--- config.mk ---
export PLATFORM = sky130hd
export DESIGN_NAME = riscv_uart_loader
export DESIGN_NICKNAME = d
export VERILOG_FILES = /design/src/rtl/riscv_uart_loader.sv
export SDC_FILE = /design/constraint.sdc
export NUM_CORES = 1
export LEC_CHECK = 0
export CORE_MARGIN = 4
export CORE_UTILIZATION = 55
export CTS_BUF_LIST = sky130_fd_sc_hd__clkbuf_4
export DETAILED_ROUTE_END_ITERATION = 16
export GPL_TIMING_DRIVEN = 0
export PLACE_DENSITY = 0.79
export SYNTH_ARGS = -nofsm -noshare
export SYNTH_HDL_FRONTEND = slang
export SYNTH_SLANG_ARGS = --single-unit
--- constraint.sdc ---
create_clock -name clk -period 2.37 [get_ports clk]
set_clock_uncertainty 0.15 [all_clocks]
set_input_delay 0.474 -clock clk [delete_from_list [all_inputs] [get_ports clk]]
set_output_delay 0.474 -clock clk [all_outputs]
set_load 0.05 [all_outputs]
--- src/rtl/riscv_uart_loader.sv ---
// UART program loader: receives an A5/LEN/data/CSUM frame, writes little-endian words
// to instruction memory and holds the CPU until the checksum passes. Optional: RISCV_LOADER_TIMEOUT_EN.
module riscv_uart_loader #(
   parameter int CLK_FREQ     = 23000000,
   parameter int BAUD         = 115200,
   parameter int ADDR_WIDTH   = 14,
   parameter int TIMEOUT_BITS = 20
) (
   input  logic                  clk,
   input  logic                  rst,
   input  logic                  uart_rx,
   input  logic                  load_req,
   output logic                  imem_we,
   output logic [ADDR_WIDTH-1:0] imem_addr,
   output logic [31:0]           imem_wdata,
   output logic                  cpu_hold,
   output logic                  busy,
   output logic                  done,
   output logic                  error
);

   localparam int BAUD_DIV = CLK_FREQ / BAUD;
   localparam int HALF_DIV = BAUD_DIV / 2;
   localparam int CNT_W    = $clog2(BAUD_DIV + 1);
   localparam logic [32:0] MAX_WORDS = 33'(1) << ADDR_WIDTH;

   typedef enum logic [1:0] {RX_IDLE, RX_START, RX_DATA, RX_STOP} rx_state_t;
   typedef enum logic [2:0] {IDLE, WAIT_HDR, LEN_LO, LEN_HI, DATA, CSUM, DONE, ERR} state_t;

   rx_state_t        rx_state_reg;
   logic             rx_s1_reg, rx_s2_reg, rx_prev_reg;
   logic [CNT_W-1:0] baud_cnt_reg;
   logic [2:0]       bit_cnt_reg;
   logic [7:0]       shift_reg;
   logic [7:0]       rx_byte_reg;
   logic             rx_valid_reg, rx_ferr_reg;

   // 8N1 receiver: start bit checked at mid-bit, data/stop sampled every BAUD_DIV thereafter
   always_ff @(posedge clk or negedge rst) begin
      if (!rst) begin
         rx_state_reg <= RX_IDLE;
         rx_s1_reg    <= 1'b1;
         rx_s2_reg    <= 1'b1;
         rx_prev_reg  <= 1'b1;
         baud_cnt_reg <= '0;
         bit_cnt_reg  <= '0;
         shift_reg    <= '0;
         rx_byte_reg  <= '0;
         rx_valid_reg <= 1'b0;
         rx_ferr_reg  <= 1'b0;
      end else begin
         rx_s1_reg    <= uart_rx;
         rx_s2_reg    <= rx_s1_reg;
         rx_prev_reg  <= rx_s2_reg;
         rx_valid_reg <= 1'b0;
         rx_ferr_reg  <= 1'b0;
         case (rx_state_reg)
            RX_IDLE: begin
               if (rx_prev_reg && !rx_s2_reg) begin
                  rx_state_reg <= RX_START;
                  baud_cnt_reg <= '0;
               end
            end
            RX_START: begin
               if (baud_cnt_reg == CNT_W'(HALF_DIV - 1)) begin
                  baud_cnt_reg <= '0;
                  bit_cnt_reg  <= '0;
                  rx_state_reg <= rx_s2_reg ? RX_IDLE : RX_DATA;
               end else begin
                  baud_cnt_reg <= baud_cnt_reg + 1'b1;
               end
            end
            RX_DATA: begin
               if (baud_cnt_reg == CNT_W'(BAUD_DIV - 1)) begin
                  baud_cnt_reg <= '0;
                  shift_reg    <= {rx_s2_reg, shift_reg[7:1]};
                  bit_cnt_reg  <= bit_cnt_reg + 1'b1;
                  if (bit_cnt_reg == 3'd7) rx_state_reg <= RX_STOP;
               end else begin
                  baud_cnt_reg <= baud_cnt_reg + 1'b1;
               end
            end
            RX_STOP: begin
               if (baud_cnt_reg == CNT_W'(BAUD_DIV - 1)) begin
                  baud_cnt_reg <= '0;
                  rx_state_reg <= RX_IDLE;
                  if (rx_s2_reg) begin
                     rx_valid_reg <= 1'b1;
                     rx_byte_reg  <= shift_reg;
                  end else begin
                     rx_ferr_reg  <= 1'b1;
                  end
               end else begin
                  baud_cnt_reg <= baud_cnt_reg + 1'b1;
               end
            end
            default: rx_state_reg <= RX_IDLE;
         endcase
      end
   end

   state_t                state_reg, state_next;
   logic [7:0]            len_lo_reg;
   logic [15:0]           len_reg;
   logic [ADDR_WIDTH:0]   index_reg;
   logic [1:0]            byte_cnt_reg;
   logic [7:0]            csum_reg;
   logic [23:0]           word_reg;
   logic                  start, in_frame, last_word, timeout;
   logic [15:0]           len_rx;

   assign start     = load_req && (state_reg == IDLE || state_reg == DONE || state_reg == ERR);
   assign in_frame  = (state_reg == LEN_LO) || (state_reg == LEN_HI) || (state_reg == DATA) || (state_reg == CSUM);
   assign len_rx    = {rx_byte_reg, len_lo_reg};
   assign last_word = (33'(index_reg) + 33'd1) == 33'(len_reg);

`ifdef RISCV_LOADER_TIMEOUT_EN
   localparam int TO_LIMIT = TIMEOUT_BITS * BAUD_DIV;
   localparam int TO_W     = $clog2(TO_LIMIT + 1);
   logic [TO_W-1:0] to_cnt_reg;

   // saturating idle counter; WAIT_HDR is excluded so a loader can sit armed forever
   always_ff @(posedge clk or negedge rst) begin
      if (!rst)                       to_cnt_reg <= '0;
      else if (rx_valid_reg || start) to_cnt_reg <= '0;
      else if (to_cnt_reg != TO_W'(TO_LIMIT)) to_cnt_reg <= to_cnt_reg + 1'b1;
   end

   assign timeout = in_frame && (to_cnt_reg == TO_W'(TO_LIMIT));
`else
   // no timeout in this build; TIMEOUT_BITS stays on the interface for the timeout build
   assign timeout = (TIMEOUT_BITS < 0);
`endif

   always_ff @(posedge clk or negedge rst) begin
      if (!rst) state_reg <= IDLE;
      else      state_reg <= state_next;
   end

   always_comb begin
      state_next = state_reg;
      case (state_reg)
         IDLE, DONE, ERR: if (load_req) state_next = WAIT_HDR;
         WAIT_HDR: if (rx_valid_reg && rx_byte_reg == 8'hA5) state_next = LEN_LO;
         LEN_LO:   if (rx_valid_reg) state_next = LEN_HI;
         LEN_HI: begin
            if (rx_valid_reg) begin
               if (33'(len_rx) > MAX_WORDS) state_next = ERR;
               else if (len_rx == 16'd0)    state_next = CSUM;
               else                         state_next = DATA;
            end
         end
         DATA: if (rx_valid_reg && byte_cnt_reg == 2'd3 && last_word) state_next = CSUM;
         CSUM: if (rx_valid_reg) state_next = (rx_byte_reg == csum_reg) ? DONE : ERR;
         default: state_next = IDLE;
      endcase
      if ((state_reg == WAIT_HDR || in_frame) && (rx_ferr_reg || timeout)) state_next = ERR;
   end

   always_comb begin
      busy     = (state_reg == WAIT_HDR) || in_frame;
      cpu_hold = busy || (state_reg == ERR);
      done     = (state_reg == DONE);
      error    = (state_reg == ERR);
   end

   // word assembly; the write strobe lands the cycle after the 4th byte of a word
   always_ff @(posedge clk or negedge rst) begin
      if (!rst) begin
         len_lo_reg   <= '0;
         len_reg      <= '0;
         index_reg    <= '0;
         byte_cnt_reg <= '0;
         csum_reg     <= '0;
         word_reg     <= '0;
         imem_we      <= 1'b0;
         imem_addr    <= '0;
         imem_wdata   <= '0;
      end else begin
         imem_we <= 1'b0;
         if (start) begin
            index_reg    <= '0;
            csum_reg     <= '0;
            byte_cnt_reg <= '0;
         end else if (rx_valid_reg) begin
            case (state_reg)
               LEN_LO: len_lo_reg <= rx_byte_reg;
               LEN_HI: len_reg    <= len_rx;
               DATA: begin
                  csum_reg     <= csum_reg ^ rx_byte_reg;
                  byte_cnt_reg <= byte_cnt_reg + 1'b1;
                  case (byte_cnt_reg)
                     2'd0: word_reg[7:0]   <= rx_byte_reg;
                     2'd1: word_reg[15:8]  <= rx_byte_reg;
                     2'd2: word_reg[23:16] <= rx_byte_reg;
                     default: begin
                        imem_we    <= 1'b1;
                        imem_addr  <= index_reg[ADDR_WIDTH-1:0];
                        imem_wdata <= {rx_byte_reg, word_reg};
                        index_reg  <= index_reg + 1'b1;
                     end
                  endcase
               end
               default: ;
            endcase
         end
      end
   end

endmodule

==> impl_metrics.py <==
metrics = {
    "critical_path": {
        "path_cells": "buf_6, nor4_4, nand4_1, a311oi_2, a221oi_4, a222oi_1, o31ai_2",
        "cpPeakStageDelay_ns": 0.50,
        "critical_path_arrival_ns": 2.73,
        "slowest_stage": "a222oi_1",
        "crit_type": "reg -> reg",
        "critPathLaunchType": "flip-flop",
        "cp_max_fo": 3,
        "required_ns": 2.64,
        "end_kind": "flip-flop",
    },
    "layout": {
        "drive_gt1_share_pct": 18.4,
        "post-route-util_pct": 66.2,
        "largest_reg_flops": 32,
        "fillers": 1024,
        "final_cell_mix": "nand2_1, dfrtp_1, mux2_2",
        "final_common_cell": "nand2_1",
        "area_growth_pct": 17.7,
        "nNetsFinal": 790,
    },
    "pwr": {
        "power_density_nw_per_um2": 593,
        "p_leak_nw": 4.33,
        "ir_worst_vdd_uv": 683,
    },
    "floorplanning": {
        "die_h_um": 122,
        "rows": 41,
        "ios": 55,
        "start_util_pct": 56.2,
        "die_x_um": 122,
        "die-area_um2": 14800,
        "core_um2": 12600,
    },
    "yosys": {
        "yosys_warnings": 0,
        "netlist_area_um2": 7100,
        "syn_inst": 692,
        "async_flop_share_pct": 100,
        "avgSynthCellArea_um2": 10.3,
        "synth_cell_types": 59,
        "synth-main-ff-cell": "dfrtp_1",
        "synth_fp_nets": 706,
        "yosysSeqAreaShare_pct": 55.4,
        "synth-edff-count": 0,
        "synth_seq_cells": 157,
    },
    "global_route": {
        "grt_pass1_vias": 5470,
        "grt_max_degree": 90,
        "grt_first_pass_wirelength_um": 26100,
        "grt_use_total_pct": 22.4,
        "antenna_found_initial": 1,
        "grt.overflow.total": 0,
    },
    "routing": {
        "vias": 5274,
        "drc": 0,
        "wl_per_cell_um": 16.0,
        "vias_per_cell": 5.48,
        "drtIter0Drc": 312,
        "ant_nets": 0,
        "firstDrtPassIters": 4,
        "wl_um": 15400,
    },
    "clock_tree": {
        "path_clk_slew_ns": 0.12,
        "h-tree-depth": 4,
        "clk_latency_ns": 0.56,
        "clockRootBuffer": "clkbuf_4",
        "clk_path_buf_depth": 2,
        "cts-buffers-inserted": 17,
        "cts.sinks": 157,
        "cts_tree": "built",
    },
    "sta": {
        "fmax_mhz": 406,
        "holdWs_ns": 0.172,
        "finalCritPeriodShare_pct": 104,
        "fin_ws_ns": -0.0915,
        "slew_viol_final": 0,
        "fin_crit_ns": 2.46,
        "hold_viol_final": 0,
        "relSlewSlack_pct": 40.5,
        "rsz0062_at_grt": "true",
        "worst_slew_pin_slew_ns": 0.887,
        "setup_viol": 2,
    },
    "place": {
        "dp_hpwl_um": 10500,
        "gp_congestion": 0.866,
        "port_buffers": 54,
    },
    "worst_hold_path": {
        "hp-class": "in -> reg",
    },
    "flow_run": {
        "maxCapViolations": 0,
    },
    "outcome": {
        "violations": "setup timing",
        "status": "complete, but fails checks",
    },
}
-- worst paths after layout --
check	slack [ns]	startpoint	cells after the start	to
max	-0.09	rx_byte_reg[2]	7	state_reg[0]
min	0.17	uart_rx	1	rx_s1_reg
max reg2reg	-0.09	rx_byte_reg[2]	7	state_reg[0]
min reg2reg	0.21	rx_s1_reg	0	rx_s2_reg
max in group asynchronous	0.81	rst	3	rx_prev_reg
min in group asynchronous	0.40	rst	2	imem_addr[9]
-- where the power goes --
| group | internal, mW | switching [mW] |
|---|---|---|
| sequential | 2.73 | 0.0595 |
| combinational | 0.167 | 0.259 |
| clock | 0.829 | 0.907 |
| total | 3.73 | 1.23 |
-- layout make-up --
cell class	count	area, um^2	area share, %
inverters	12	47.5	0.569
multi-input cells	486	3050	36.5
flip-flops and latches	157	3940	47.1
plain buffers	33	179	2.14
well taps	172	215	2.58
repair buffers	69	611	7.31
diodes	1	2.50	0.0300
clock inverters	14	175	2.10
clock buffers	18	135	1.62
-- per-stage QoR --
step	setup TNS [ns]	power, mW	std cells	area, um^2	worst slack (ns)
floorplan	0	3.05	692	7100	0.155
global placement	-822.76	3.15	918	7850	-5.28
detailed placement	-2.52	3.20	919	7880	-0.304
CTS	-0.165	4.96	955	8270	-0.0875
global route	-0.318	5.16	962	8350	-0.170
finish	-0.140	4.96	962	8350	-0.0915
-- what timing repair did --
action | 4_1_cts | 5_1_grt
hold endpoints to repair | 86 | 0
pin swaps | 6 | 4
endpoints found under the setup margin | 105 | 82
buffers inserted | 7 | 6
hold buffers | 1 | 0
cloned | 0 | 0
gates resized for setup | 96 | 13
-- synthesized netlist by cell type, types with 2 or more instances --
master / number / area share [%]
clkbuf_1: 21 / 1.1
or3_1: 2 / 0.18
and4_1: 3 / 0.37
o21ai_0: 39 / 2.8
o22a_1: 2 / 0.25
buf_4: 2 / 0.21
mux2i_1: 2 / 0.28
mux2_2: 54 / 8.6
and3_1: 10 / 0.88
inv_1: 10 / 0.53
nor3_1: 4 / 0.28
a21oi_1: 6 / 0.42
a211oi_1: 2 / 0.21
a22o_1: 2 / 0.25
o31ai_1: 9 / 0.95
nor2b_1: 3 / 0.26
nand2b_1: 5 / 0.44
nor2_1: 31 / 1.6
dfrtp_1: 154 / 54
a21o_1: 2 / 0.21
o21a_1: 3 / 0.32
xnor2_1: 18 / 2.2
buf_1: 4 / 0.21
buf_2: 7 / 0.49
ha_1: 10 / 1.8
nor3_2: 2 / 0.28
nand4_1: 10 / 0.88
buf_6: 2 / 0.32
a31oi_1: 5 / 0.44
o22ai_1: 2 / 0.18
nor4_2: 3 / 0.53
nand2_1: 199 / 11
nor4_1: 4 / 0.35
xor2_1: 21 / 2.6
nor3b_1: 2 / 0.21
dfstp_2: 3 / 1.1
nand3_1: 12 / 0.85
-- critical path, delay by kind of cell (launching register included) --
kind | cells | cell delay, ns
simple gates | 2 | 0.51
flops | 1 | 0.40
compound gates | 4 | 1.13
buf+inv | 1 | 0.13
-- kinds of logic (layout without fill, tap and decap cells) --
kind of cell | after synthesis | after routing | synth area share, %
flip-flops | 157 | 157 | 55.4
AO/OA/AOI/OAI | 83 | 83 | 7.46
AND/OR/NAND/NOR | 298 | 298 | 18.6
multiplexers | 56 | 56 | 8.85
XOR/XNOR | 39 | 39 | 4.81
buffers and inverters | 49 | 146 | 3.05
adder cells (fa/ha/maj) | 10 | 10 | 1.76
other | 0 | 1 | 0
-- per-layer routing --
metal	up-vias	global-route usage (%)	wire length, um
li1	2521	-	-
met1	2591	27.9	6550
met2	128	38.2	7840
met3	34	4.46	621
met4	0	9.94	399
met5	-	0	0
No activity file was read; power rests on OpenSTA's default activity.
